## src/rtl/ram_master_pkg.sv

```systemverilog
// Shared encodings for the ram_master load/store block: access sizes, FSM states,
// byte-lane enable patterns and the alignment rule.
package ram_master_pkg;

  localparam logic [1:0] SIZE_BYTE = 2'd0;
  localparam logic [1:0] SIZE_HALF = 2'd1;
  localparam logic [1:0] SIZE_WORD = 2'd2;
  localparam logic [1:0] SIZE_RSVD = 2'd3;

  typedef logic [1:0] state_t;

  localparam state_t StIdle   = 2'd0;
  localparam state_t StAccess = 2'd1;
  localparam state_t StWait   = 2'd2;
  localparam state_t StResp   = 2'd3;

  localparam logic [3:0] LANE_BYTE = 4'b0001;
  localparam logic [3:0] LANE_HALF = 4'b0011;
  localparam logic [3:0] LANE_WORD = 4'b1111;

  // Reserved size or an access that straddles its natural alignment.
  function automatic logic size_misaligned(input logic [1:0] size, input logic [1:0] lane);
    return (size == SIZE_RSVD) ||
           ((size == SIZE_HALF) && lane[0]) ||
           ((size == SIZE_WORD) && (lane != 2'd0));
  endfunction

endpackage

```

## src/rtl/ram_lane_align.sv

```systemverilog
// Byte-lane steering: store enables/data replication and load extraction with
// sign or zero extension.
module ram_lane_align
  import ram_master_pkg::*;
(
  input  logic [1:0]  st_size_i,
  input  logic [1:0]  st_lane_i,
  input  logic [31:0] st_data_i,
  output logic [3:0]  st_we_o,
  output logic [31:0] st_data_o,
  input  logic [1:0]  ld_size_i,
  input  logic [1:0]  ld_lane_i,
  input  logic        ld_signed_i,
  input  logic [31:0] ld_raw_i,
  output logic [31:0] ld_data_o
);

  logic [31:0] ld_shifted;

  always_comb begin
    st_we_o   = 4'b0000;
    st_data_o = st_data_i;
    case (st_size_i)
      SIZE_BYTE: begin
        st_we_o   = LANE_BYTE << st_lane_i;
        st_data_o = {4{st_data_i[7:0]}};
      end
      SIZE_HALF: begin
        st_we_o   = LANE_HALF << st_lane_i;
        st_data_o = {2{st_data_i[15:0]}};
      end
      SIZE_WORD: st_we_o = LANE_WORD;
      default:   st_we_o = 4'b0000;
    endcase
  end

  assign ld_shifted = ld_raw_i >> {ld_lane_i, 3'b000};

  always_comb begin
    ld_data_o = ld_shifted;
    case (ld_size_i)
      SIZE_BYTE: ld_data_o = {{24{ld_signed_i & ld_shifted[7]}}, ld_shifted[7:0]};
      SIZE_HALF: ld_data_o = {{16{ld_signed_i & ld_shifted[15]}}, ld_shifted[15:0]};
      default:   ld_data_o = ld_shifted;
    endcase
  end

endmodule

```

## src/rtl/ram_master.sv

```systemverilog
// Single-outstanding load/store master in front of a synchronous word RAM with
// configurable read latency; one response pulse per accepted request.
module ram_master
  import ram_master_pkg::*;
#(
  parameter int unsigned RAM_AW   = 10,
  parameter int unsigned READ_LAT = 1
) (
  input  logic              clk,
  input  logic              rst_n,
  input  logic              req_valid,
  output logic              req_ready,
  input  logic              req_we,
  input  logic [1:0]        req_size,
  input  logic              req_signed,
  input  logic [31:0]       req_addr,
  input  logic [31:0]       req_wdata,
  output logic              rsp_valid,
  output logic [31:0]       rsp_rdata,
  output logic              rsp_err,
  output logic              ram_en,
  output logic [3:0]        ram_we,
  output logic [RAM_AW-1:0] ram_addr,
  output logic [31:0]       ram_wdata,
  input  logic [31:0]       ram_rdata
);

  localparam logic [1:0] WaitInit = 2'(READ_LAT - 1);

  state_t            state_q, state_d;
  logic              ready_q;
  logic              ram_en_q, ram_en_d;
  logic [3:0]        ram_we_q, ram_we_d;
  logic [RAM_AW-1:0] ram_addr_q, ram_addr_d;
  logic [31:0]       ram_wdata_q, ram_wdata_d;
  logic              rsp_valid_q, rsp_valid_d;
  logic              rsp_err_q, rsp_err_d;
  logic [31:0]       rsp_rdata_q, rsp_rdata_d;
  logic              we_q, we_d;
  logic [1:0]        size_q, size_d;
  logic [1:0]        lane_q, lane_d;
  logic              signed_q, signed_d;
  logic [1:0]        wait_q, wait_d;

  logic              accept;
  logic              req_err;
  logic [3:0]        st_we;
  logic [31:0]       st_data;
  logic [31:0]       ld_data;

  assign accept  = req_valid && ready_q;
  assign req_err = size_misaligned(req_size, req_addr[1:0]) ||
                   ((req_addr >> (RAM_AW + 2)) != 32'd0);

  // Store steering uses the live request; load extraction uses the captured fields.
  ram_lane_align u_align (
    .st_size_i   (req_size),
    .st_lane_i   (req_addr[1:0]),
    .st_data_i   (req_wdata),
    .st_we_o     (st_we),
    .st_data_o   (st_data),
    .ld_size_i   (size_q),
    .ld_lane_i   (lane_q),
    .ld_signed_i (signed_q),
    .ld_raw_i    (ram_rdata),
    .ld_data_o   (ld_data)
  );

  always_comb begin
    state_d     = state_q;
    ram_en_d    = 1'b0;
    ram_we_d    = 4'b0000;
    ram_addr_d  = ram_addr_q;
    ram_wdata_d = ram_wdata_q;
    rsp_valid_d = 1'b0;
    rsp_err_d   = 1'b0;
    rsp_rdata_d = 32'd0;
    we_d        = we_q;
    size_d      = size_q;
    lane_d      = lane_q;
    signed_d    = signed_q;
    wait_d      = wait_q;
    case (state_q)
      StIdle: begin
        if (accept) begin
          we_d     = req_we;
          size_d   = req_size;
          lane_d   = req_addr[1:0];
          signed_d = req_signed;
          if (req_err) begin
            state_d     = StResp;
            rsp_valid_d = 1'b1;
            rsp_err_d   = 1'b1;
          end else begin
            state_d     = StAccess;
            ram_en_d    = 1'b1;
            ram_addr_d  = req_addr[RAM_AW+1:2];
            ram_we_d    = req_we ? st_we : 4'b0000;
            ram_wdata_d = st_data;
          end
        end
      end
      StAccess: begin
        if (we_q) begin
          state_d     = StResp;
          rsp_valid_d = 1'b1;
        end else begin
          state_d = StWait;
          wait_d  = WaitInit;
        end
      end
      StWait: begin
        // The final WAIT cycle is the one in which the RAM data is valid.
        if (wait_q == 2'd0) begin
          state_d     = StResp;
          rsp_valid_d = 1'b1;
          rsp_rdata_d = ld_data;
        end else begin
          wait_d = wait_q - 2'd1;
        end
      end
      StResp:  state_d = StIdle;
      default: state_d = StIdle;
    endcase
  end

  always_ff @(posedge clk) begin
    if (!rst_n) begin
      state_q     <= StIdle;
      ready_q     <= 1'b0;
      ram_en_q    <= 1'b0;
      ram_we_q    <= 4'b0000;
      ram_addr_q  <= '0;
      ram_wdata_q <= 32'd0;
      rsp_valid_q <= 1'b0;
      rsp_err_q   <= 1'b0;
      rsp_rdata_q <= 32'd0;
      we_q        <= 1'b0;
      size_q      <= SIZE_BYTE;
      lane_q      <= 2'd0;
      signed_q    <= 1'b0;
      wait_q      <= 2'd0;
    end else begin
      state_q     <= state_d;
      ready_q     <= (state_d == StIdle);
      ram_en_q    <= ram_en_d;
      ram_we_q    <= ram_we_d;
      ram_addr_q  <= ram_addr_d;
      ram_wdata_q <= ram_wdata_d;
      rsp_valid_q <= rsp_valid_d;
      rsp_err_q   <= rsp_err_d;
      rsp_rdata_q <= rsp_rdata_d;
      we_q        <= we_d;
      size_q      <= size_d;
      lane_q      <= lane_d;
      signed_q    <= signed_d;
      wait_q      <= wait_d;
    end
  end

  assign req_ready = ready_q;
  assign ram_en    = ram_en_q;
  assign ram_we    = ram_we_q;
  assign ram_addr  = ram_addr_q;
  assign ram_wdata = ram_wdata_q;
  assign rsp_valid = rsp_valid_q;
  assign rsp_err   = rsp_err_q;
  assign rsp_rdata = rsp_rdata_q;

endmodule

```

## config.mk

```make
export PLATFORM = sky130hd
export DESIGN_NAME = ram_master
export DESIGN_NICKNAME = d
export VERILOG_FILES = /design/src/rtl/ram_master_pkg.sv /design/src/rtl/ram_lane_align.sv /design/src/rtl/ram_master.sv
export SDC_FILE = /design/constraint.sdc
export NUM_CORES = 1
export LEC_CHECK = 0
export ABC_AREA = 1
export CAP_MARGIN = 40
export CELL_PAD_IN_SITES_DETAIL_PLACEMENT = 2
export CELL_PAD_IN_SITES_GLOBAL_PLACEMENT = 2
export CORE_MARGIN = 8
export CORE_UTILIZATION = 21
export CTS_BUF_LIST = sky130_fd_sc_hd__clkbuf_16
export CTS_CLUSTER_DIAMETER = 120
export DETAILED_ROUTE_END_ITERATION = 12
export GPL_TIMING_DRIVEN = 0
export HOLD_SLACK_MARGIN = 0.05
export PLACE_DENSITY = 0.86
export RECOVER_POWER = 50
export SLEW_MARGIN = 5
export SYNTH_ARGS = -nofsm -noshare
export SYNTH_HDL_FRONTEND = slang
export SYNTH_SLANG_ARGS = --single-unit
```

## constraint.sdc

```tcl
create_clock -name clk -period 1.4 [get_ports clk]
set_input_delay 0.28 -clock clk [delete_from_list [all_inputs] [get_ports clk]]
set_output_delay 0.28 -clock clk [all_outputs]
set_load 0.03 [all_outputs]
```

# Word level (Yosys, flattened, before mapping)
# Index checks and enable logic that the tools add are counted.
# word_totals
register_bits	92
input_bits	103
output_inout_bits	82
wordCells	72
# classes
addsub	1
n_eq_ne	9
shifts	3
mux	17
n_bitwise	7
n_reduce_logical	21
# ops
op	n
$pmux W32 S2	2
$reduce_bool A32 Y1	1
$shr A32 B5 Y32	1
$pmux W4 S3	1
$reduce_and A3 Y1	4
$logic_not A2 Y1	5
$mux W2	5
$eq A2 B2 Y1 const B	4
$pmux W2 S4	1
$eq A2 B1 Y1 const B	3
$mux W1	6
$not A1 Y1	5
$reduce_or A5 Y1	1
$ne A2 B2 Y1 const B	2
$pmux W2 S2	1
$reduce_and A2 Y1	2
$reduce_bool A2 Y1	2
$shl A1 B2 Y4 const A	1
$shl A2 B2 Y4 const A	1
$logic_and A1 B1 Y1	3
$logic_or A1 B1 Y1	3
$pmux W1 S3	1
$and A1 B1 Y1	2
$sub A2 B1 Y2 const B	1

# Longest topological paths before layout
# Gate-level depths: netlist (run 1).
# depth
ltp_word	9
depth_mapped	12
depth_no_buf	10

# By module
# A second synthesis (run 1) with hierarchy kept.
# unflattened
cells_unflattened	745
hier_area_um2	4765.8
# modules_own_cells
module	n_inst	cells_each	area_per_inst_um2
ram_master	1	489	3579.7
ram_lane_align	1	256	1186.1

# Worst setup path after synthesis (run 1)
# Ideal clock, no wire load.
# synth_path
path_kind	register to register
startpoint	register state_q[0]
endpoint	register ram_wdata_q[24], in the netlist ram_wdata[24]
setup_time_ns	0.062
arrival_time_ns	1.482
t_required_ns	1.338
path_slack_ns	-0.144
path_stages_with_launch	9
n_path_buf	2
period_less_slack_ns	1.544
path_cell_list	dfxtp_1 -> inv_1 -> ha_1 -> inv_1 -> nor2_1 -> buf_4 -> buf_2 -> a21oi_2 -> nor2_2
# synth_via
elab_chain_len	2
# synth_lines
element	line_no	source
start, declared	ram_master.sv:30	state_t state_q, state_d;
start signal, assigned	ram_master.sv:129	state_q <= StIdle;
start signal, assigned	ram_master.sv:144	state_q <= state_d;
$logic_not A2 Y1	ram_master.sv:83	case (state_q)
$reduce_and A3 Y1 (no source line)	--	
end signal, assigned	ram_master.sv:149	ram_wdata_q <= ram_wdata_d;
end, declared	ram_master.sv:35	logic [31:0] ram_wdata_q, ram_wdata_d;
# Every way passes these cells.
# A chain may end at the register's enable or synchronous reset.

# Final worst setup path (run 1)
# layout_path
startpoint	register state_q[0]
endpoint	register ram_wdata_q[2], in the netlist ram_wdata[2]
# The elaborated chain is that of the path after synthesis.

==> flow_summary.yaml, run 1 <==
worst_setup_path:
  worstPathRequired_ns: 1.69
  criticalPathCategory: "register to register"
  cpLargestDelayFamily: "buffers and inverters"
  end_kind: "register"
  slowest_delay_ns: 0.33
  critPathBufInv: 6
  critPathLaunchType: "register"
  timing.critical_path.arrival_ns: 1.84
  crit_chain: "inv_2 > ha_4 > inv_4 > nor2_4 > buf_6 > buf_12 > buf_12 > buf_12 > a21oi_2 > nor2_1"
  cp_slowest_cell: "dfxtp_2"
  cp_common_cell: "buf_12"
  cp_max_fo: 8
route:
  routedWlPerCell_um: 20.97
  drtIter0Drc: 178
  drc: 0
  route.vias.total: 5555
  ant_nets: 0
  drtPass1Iterations: 4
  viasPerCell: 4.676
  routed_wl_um: 24910
layout:
  final_common_cell: "nand2_1"
  final_cell_mix: "nand2_1, dfxtp_1, clkdlybuf4s50_1"
  instances_no_fill: 1188
  area_growth_pct: 77.83
  drive_gt1_share_pct: 33.70
  stdcell_area_um2: 8348
  diodes: 0
  final_nets: 1011
timing:
  fin_skew_ns: 0.01034
  min_period_ns: 1.553
  finalMaxSlewViolations: 0
  tightest_slew_ns: 0.5947
  hold_violations: 0
  clock.fmax_mhz: 644.0
  period_share_pct: 110.9
  maxSlewHeadroom_pct: 60.35
  final.setup.tns_ns: -2.487
  rsz0062_at_grt: "yes"
  setup_violations: 48
  setup_ws_ns: -0.1527
run_status:
  status: "finished with violations"
  violations: "setup timing"
logic_synthesis:
  avgSynthCellArea_um2: 7.145
  synth_nets: 765
  synthArstFlopShare_pct: 0
  synth_edf_count: 0
  synth.distinct_cells: 31
  synthCells: 657
  seq_area_frac_synth_pct: 39.23
  synth_area_um2: 4695
  ys_seq_elements: 92
  ys.flop_type: "dfxtp_1"
  ys.warnings.count: 0
floorplan:
  initial_core_util_pct: 21.44
  rows: 54
  dieArea_um2: 27400
  ios: 185
  die_x_um: 165.5
  die_y_um: 165.5
  core_um2: 21890
job:
  drv_cap: 0
global_route:
  antenna_found_initial: 2
  grt_pass1_wl_um: 35930
  grtUsageTotal_pct: 17.26
  grt_pass1_vias: 6224
  grt_max_degree: 19
  overflow: 0
place:
  hpwl_um: 17050
  placed_cells: 1119
  gp_congestion: 0.8271
  pre_cts_ws_ns: -0.7083
  io_buffers: 182
  placed_cell_area_um2: 6875
clocking:
  clk_pin_slew_ns: 0.08
  insertion_delay_ns: 0.36
  clock-sinks: 92
  cts_tree: "yes"
  cts_max_level: 3
  cts.path.max_buffers: 2
  cts_buffers: 9
  root_buffer: "clkbuf_16"
power_and_ir_drop:
  leakage_uw: 0.003697
  power_density_nw_per_um2: 1149
  total_power_uw: 9590
  peakVddDrop_v: 0.0004513
hold_path:
  min_path_type: "primary input to register"
[worst min-delay path: cells and delay by family]
| kind | cells | cell delay [ns] |
|---|---|---|
| compound gates | 1 | 0.09 |
| buf+inv | 1 | 0.12 |
| simple gates | 1 | 0.10 |
[power breakdown]
part / switching, µW / internal [µW]
clock network: 1250 / 1260
registers: 95.9 / 2790
logic: 2410 / 1780
[flip-flops by register name, summed over array words and instances (netlist names)]
signal and cells:
lane_q 2, rsp_valid 1, wait_q 2, ram_wdata 32
signed_q 1, size_q 2, ram_addr 10, ram_we 4
rsp_err 1, req_ready 1, ram_en 1, rsp_rdata 32
we_q 1, state_q 2
[metal layers]
layer / wire length (µm) / global-route usage (%)
met3: 2020 / 5.999
met2: 12820 / 30.93
met5: 21 / 0
met1: 9740 / 19.21
met4: 314 / 4.018
[what timing repair did]
action / in CTS / in global routing
cloned: 7 / 2
hold buffers: 0 / 0
endpoints found under the hold margin: 0 / 0
setup endpoints to repair: 173 / 122
buffers inserted: 36 / 16
pin swaps: 48 / 56
resized for setup: 331 / 137
[final cells by class]
type	count	area, µm²
multi-input cells	456	2713
clock buffers	9	225.2
plain buffers	44	503.0
well taps	280	350.3
inverters	62	255.2
repair buffers	238	2386
clock inverters	7	67.56
fillers	2489	13540
flip-flops and latches	92	1848
[final timing paths]
check,start,endpoint,slack [ns],depth (start not counted)
worst max-delay path,state_q[0]$_SDFF_PN0_,ram_wdata[2]$_SDFFE_PN0P_,-0.15,10
worst min-delay path,req_addr[1],ram_we[3]$_SDFF_PP0_,0.27,3
worst max register to register,state_q[0]$_SDFF_PN0_,ram_wdata[2]$_SDFFE_PN0P_,-0.15,10
worst min register to register,ram_wdata[11]$_SDFFE_PN0P_,ram_wdata[11]$_SDFFE_PN0P_,0.48,2
[Yosys cell counts (all sizes together), types with 5 or more instances]
cell / count / area [µm²]
a21oi: 85 / 519.3
a31oi: 9 / 56.30
buf: 33 / 269.0
clkbuf: 14 / 52.55
dfxtp: 92 / 1842
ha: 5 / 62.56
inv: 62 / 235.2
nand2: 137 / 534.3
nand3: 81 / 460.5
nor2: 87 / 367.8
o211ai: 6 / 50.05
o21ai: 39 / 195.2
[kinds of logic after synthesis]
family / synth area share (%)
buffers and inverters: 11.86
adder cells (fa/ha/maj): 1.333
flip-flops: 39.23
AND/OR/NAND/NOR: 29.77
AO/OA/AOI/OAI: 17.80
[through the flow]
step           util [%]  hold slack [ns]
2_1_floorplan         -           0.4149
3_3_place_gp      31.41           0.4558
3_5_place_dp      31.41           0.4753
4_1_cts           36.82           0.3224
5_1_grt           38.13           0.2740
6_report          38.13           0.2650
Note: power is estimated with default switching activity, not from simulation.
==> run 2: changes to the inputs <==
--- a/config.mk
+++ b/config.mk
@@ -22,3 +22,4 @@
 export SYNTH_ARGS = -nofsm -noshare
 export SYNTH_HDL_FRONTEND = slang
 export SYNTH_SLANG_ARGS = --single-unit
+export TNS_END_PERCENT = 20
==> run 2 against run 1 <==
The run still ends with setup timing left. Sequential cell count is the same. Combinational power grew 2%. Via count shrank 0.67%. First-iteration DRC count grew 25%. Clock power is essentially flat. Power grew 1.2%. Critical path depth shrank 1. Global-route usage shrank 0.15 points. Setup slack gained 0.0072 ns. Register-to-register slack is essentially flat. Die area is the same. Largest cell class unchanged.
==> flow_summary.yaml, run 2 (synthesis gave the netlist of run 1 again) <==
timing:
  hold_slack_ns: 0.2318
  min_period_ns: 1.545
  finalMaxSlewViolations: 0
  hold_violations: 0
  setup_ws_ns: -0.1455
  fin_skew_ns: 0.01022
  clock.fmax_mhz: 647.0
  maxSlewHeadroom_pct: 58.18
  period_share_pct: 110.4
  tightest_slew_ns: 0.6272
  rsz0062_at_grt: "yes"
  setup_violations: 52
global_route:
  grt_pass1_wl_um: 35650
  overflow: 0
  grt_max_degree: 19
  antenna_found_initial: 2
  grt_pass1_vias: 6187
  grtUsageTotal_pct: 17.11
run_status:
  violations: "setup timing"
  status: "finished with violations"
worst_setup_path:
  criticalPathCategory: "register to register"
  slowest_delay_ns: 0.34
  cpLargestDelayFamily: "buffers and inverters"
  worstPathRequired_ns: 1.70
  critPathLaunchType: "register"
  critPathBufInv: 5
  timing.critical_path.arrival_ns: 1.84
  crit_chain: "inv_2 > ha_4 > inv_4 > nor2_4 > buf_12 > buf_16 > clkbuf_16 > a21oi_2 > nor2_1"
  cp_slowest_cell: "dfxtp_2"
  end_kind: "register"
  cp_max_fo: 6
route:
  ant_nets: 0
  routed_wl_um: 24830
  drtIter0Drc: 222
  viasPerCell: 4.664
  drtPass1Iterations: 4
  drc: 0
  routedWlPerCell_um: 20.99
  route.vias.total: 5518
layout:
  final_common_cell: "nand2_1"
  final_cell_mix: "nand2_1, dfxtp_1, clkdlybuf4s50_1"
  final_nets: 1005
  drive_gt1_share_pct: 32.59
  instances_no_fill: 1183
  area_growth_pct: 76.33
power_and_ir_drop:
  leakage_uw: 0.003668
  peakVddDrop_v: 0.0005027
  total_power_uw: 9701
  power_density_nw_per_um2: 1172
place:
  hpwl_um: 17050
  placed_cells: 1119
  io_buffers: 182
  gp_congestion: 0.8271
  pre_cts_ws_ns: -0.7083
floorplan:
  rows: 54
  initial_core_util_pct: 21.44
  core_um2: 21890
  dieArea_um2: 27400
  die_x_um: 165.5
  ios: 185
  die_y_um: 165.5
clocking:
  clk_pin_slew_ns: 0.08
  cts_buffers: 9
  insertion_delay_ns: 0.36
  postCtsHoldBufs: 0
  cts_max_level: 3
  clock-sinks: 92
  root_buffer: "clkbuf_16"
  cts.path.max_buffers: 2
  cts_tree: "yes"
hold_path:
  min_path_type: "primary input to register"
job:
  drv_cap: 0
-- run 2: metal layers --
layer  global-route usage, %  routed length (µm)  vias to the layer above
li1                        -                   -                     2619
met2                   30.52               12760                      175
met3                   5.850                1831                       21
met5                       0                  13                        -
met1                   19.26                9896                     2701
met4                   3.856                 329                        2
-- run 2: through the flow --
step,TNS (ns),utilization (%),area (µm²)
after CTS,-0.4330,36.39,7965
after floorplan,0,-,4703
after global placement,-46.07,31.41,6875
after global routing,-8.513,37.80,8275
after detailed placement,-51.21,31.41,6875
final,-4.106,37.81,8278
-- run 2: tightest hold or removal path, stage by stage --
cell	delay, ns
clkbuf_2	0.12
inv_2	0.10
a21oi_2	0.05
-- run 2: where the power goes --
part	switching, µW	internal (µW)	leakage (µW)	total [µW]
clock	1280	1260	0.000142	2530
sequential	99.2	2790	0.000744	2890
combinational	2410	1860	0.00278	4270
-- run 2: final cells by class --
| type | count | area [µm²] |
|---|---|---|
| antenna | 1 | 2.502 |
| buffer | 45 | 518.0 |
| clock buffer | 9 | 225.2 |
| clock inverter | 7 | 67.56 |
| fill | 2495 | 13610 |
| inverter | 62 | 251.5 |
| multi-input combinational | 456 | 2690 |
| sequential | 92 | 1848 |
| tap | 280 | 350.3 |
| timing repair buffer | 231 | 2325 |
-- run 2: timing repair --
| item | 4_1_cts | 5_1_grt |
|---|---|---|
| setup endpoints to repair | 173 | 124 |
| hold endpoints to repair | 0 | 0 |
| setup buffers | 31 | 9 |
| gates cloned | 7 | 6 |
| pin swaps | 36 | 77 |
| resized for setup | 309 | 148 |
-- run 2: worst paths after layout --
kind | end | start | cells after the start | slack [ns]
setup reg to reg | ram_wdata[4]$_SDFFE_PN0P_ | state_q[0]$_SDFF_PN0_ | 9 | -0.15
hold / removal | lane_q[0]$_SDFFE_PN0P_ | req_addr[0] | 3 | 0.23
setup / recovery | ram_wdata[4]$_SDFFE_PN0P_ | state_q[0]$_SDFF_PN0_ | 9 | -0.15
hold reg to reg | ram_wdata[30]$_SDFFE_PN0P_ | ram_wdata[30]$_SDFFE_PN0P_ | 2 | 0.47
==> run 3: changes to the inputs <==
--- a/config.mk
+++ b/config.mk
@@ -9,10 +9,12 @@
 export CAP_MARGIN = 40
 export CELL_PAD_IN_SITES_DETAIL_PLACEMENT = 2
 export CELL_PAD_IN_SITES_GLOBAL_PLACEMENT = 2
+export CORE_ASPECT_RATIO = 1.4
 export CORE_MARGIN = 8
 export CORE_UTILIZATION = 21
 export CTS_BUF_LIST = sky130_fd_sc_hd__clkbuf_16
 export CTS_CLUSTER_DIAMETER = 120
+export CTS_CLUSTER_SIZE = 16
 export DETAILED_ROUTE_END_ITERATION = 12
 export GPL_TIMING_DRIVEN = 0
 export HOLD_SLACK_MARGIN = 0.05
==> run 3 against run 2 <==
The run still ends with setup timing left. Die area up 0.25%. Register-to-register slack better by 0.03 ns. First-iteration DRC count up 0.45%. Routed wire length down 4.2%. Power up 0.16%. Worst hold slack better by 0.14 ns. Clock power up 9.1%. Global-route usage down 0.39 points. Maximum frequency up 1.9%. Cell count up 0.17%. Critical path type unchanged. Highest routed layer unchanged.
==> flow_summary.yaml, run 3 (synthesis gave the netlist of run 1 again) <==
run_status:
  status: "finished with violations"
  violations: "setup timing"
timing:
  hold_violations: 0
  finalMaxSlewViolations: 0
  rsz0062_at_grt: "yes"
  setup_violations: 68
  maxSlewHeadroom_pct: 62.63
  setup_ws_ns: -0.1162
  clock.fmax_mhz: 659.6
  fin_skew_ns: 0.008370
  min_period_ns: 1.516
  tightest_slew_ns: 0.5606
  final.setup.tns_ns: -3.189
  period_share_pct: 108.3
clocking:
  clk_pin_slew_ns: 0.08
  clock-sinks: 92
  cts_buffers: 9
  insertion_delay_ns: 0.36
  postCtsHoldBufs: 0
  cts.path.max_buffers: 2
  root_buffer: "clkbuf_16"
  cts_tree: "yes"
  cts_max_level: 3
worst_setup_path:
  cp-startpoint: "state_q[0]$_SDFF_PN0_"
  timing.critical_path.arrival_ns: 1.80
  end_kind: "register"
  slowest_delay_ns: 0.36
  worstPathRequired_ns: 1.69
  rr_startpoint: "state_q[0]$_SDFF_PN0_"
  crit_chain: "buf_4 > ha_1 > nand2_2 > nand2_2 > inv_2 > nand2_1 > or2_2 > a21oi_1"
  cp_common_cell: "nand2_2"
  cp_max_fo: 3
  cp_slowest_cell: "dfxtp_4"
  criticalPathCategory: "register to register"
  critPathLaunchType: "register"
route:
  drtIter0Drc: 223
  viasPerCell: 4.603
  drc: 0
  drtPass1Iterations: 6
  routedWlPerCell_um: 20.07
  route.vias.total: 5455
  routed_wl_um: 23790
  ant_nets: 0
place:
  pre_cts_ws_ns: -0.7427
  io_buffers: 182
  hpwl_um: 17300
  gp_congestion: 0.8100
layout:
  diodes: 0
  area_growth_pct: 70.12
  final_nets: 991
  n_fill_cell: 2542
  final_common_cell: "nand2_1"
  final_cell_mix: "nand2_1, dfxtp_1, clkdlybuf4s50_1"
  drive_gt1_share_pct: 28.15
hold_path:
  min_from: "rst_n"
  min_path_type: "primary input to register"
global_route:
  grt_pass1_vias: 6090
  grt_max_degree: 17
  grt_pass1_wl_um: 34560
  grtUsageTotal_pct: 16.72
  antenna_found_initial: 1
  overflow: 0
floorplan:
  die_x_um: 142.4
  initial_core_util_pct: 21.40
  dieArea_um2: 27460
  core_um2: 21940
  ios: 185
  rows: 64
  die_y_um: 192.9
power_and_ir_drop:
  leakage_uw: 0.003485
  power_density_nw_per_um2: 1217
  peakVddDrop_v: 0.0006143
job:
  drv_cap: 0
==> run 3: cell types whose count changed in the layout (fill, tap and decap cells not counted), sizes merged <==
cell | previous run | this run
bufbuf | 0 | 1
bufinv | 0 | 2
dlygate4sd2 | 37 | 45
diode | 1 | 0
clkdlybuf4s50 | 75 | 76
clkbuf | 56 | 53
clkdlybuf4s15 | 37 | 32
buf | 77 | 63
clkinvlp | 2 | 0
clkdlybuf4s18 | 2 | 0
==> run 3: final timing paths <==
check / cells after the start / slack (ns) / to
worst min-delay path: 3 / 0.37 / state_q[1]$_SDFF_PN0_
worst max-delay path: 8 / -0.12 / wait_q[1]$_SDFFE_PN0P_
worst max register to register: 8 / -0.12 / wait_q[1]$_SDFFE_PN0P_
worst min register to register: 2 / 0.47 / wait_q[1]$_SDFFE_PN0P_
==> run 3: worst max-delay path, delay by kind of cell (launching register included) <==
family,cells,cell delay [ns]
AO/OA/AOI/OAI,1,0.12
adder cells (fa/ha/maj),1,0.23
buffers and inverters,2,0.20
flip-flops,1,0.36
AND/OR/NAND/NOR,4,0.54
==> run 3: cell type report <==
| cell class | count | area [µm²] | area share, % |
|---|---|---|---|
| clock buffer | 9 | 225.2 | 2.820 |
| buffer | 45 | 490.5 | 6.141 |
| inverter | 62 | 250.2 | 3.133 |
| sequential | 92 | 1851 | 23.17 |
| timing repair buffer | 217 | 2073 | 25.96 |
| tap | 297 | 371.6 | 4.653 |
| multi-input combinational | 456 | 2629 | 32.92 |
| clock inverter | 7 | 96.34 | 1.206 |
==> run 3: routing by layer <==
metal	global-route usage, %	share of wire [%]	vias to the layer above
li1	-	-	2587
met1	15.95	36	2655
met2	33.40	55	173
met3	3.912	5.7	38
met4	6.724	2.7	2
met5	0	0.055	-
==> run 3: repair_timing <==
item                       CTS  global route
pin swaps                   48            26
setup endpoints to repair  174           111
gates resized for setup    317           100
cloned                       6             3
buffers inserted            21             7
hold endpoints to repair     0             0
==> run 3: stage by stage <==
stage	hold WS (ns)	power, µW	instances	area, µm²	util [%]
after detailed placement	0.4673	5640	1136	6897	31.43
after global placement	0.4548	5543	1136	6897	31.43
after CTS	0.3464	9355	1179	7901	36.01
final	0.3678	9717	1185	7986	36.40
after global routing	0.3722	10210	1185	7986	36.40
after floorplan	0.4149	4522	657	4703	-
==> run 3: where the power goes <==
group          internal, µW  total (µW)  switching (µW)  leakage [µW]
clock network          1580        2760            1170      0.000161
registers              2800        2910             106      0.000745
logic                  1740        4050            2320       0.00258
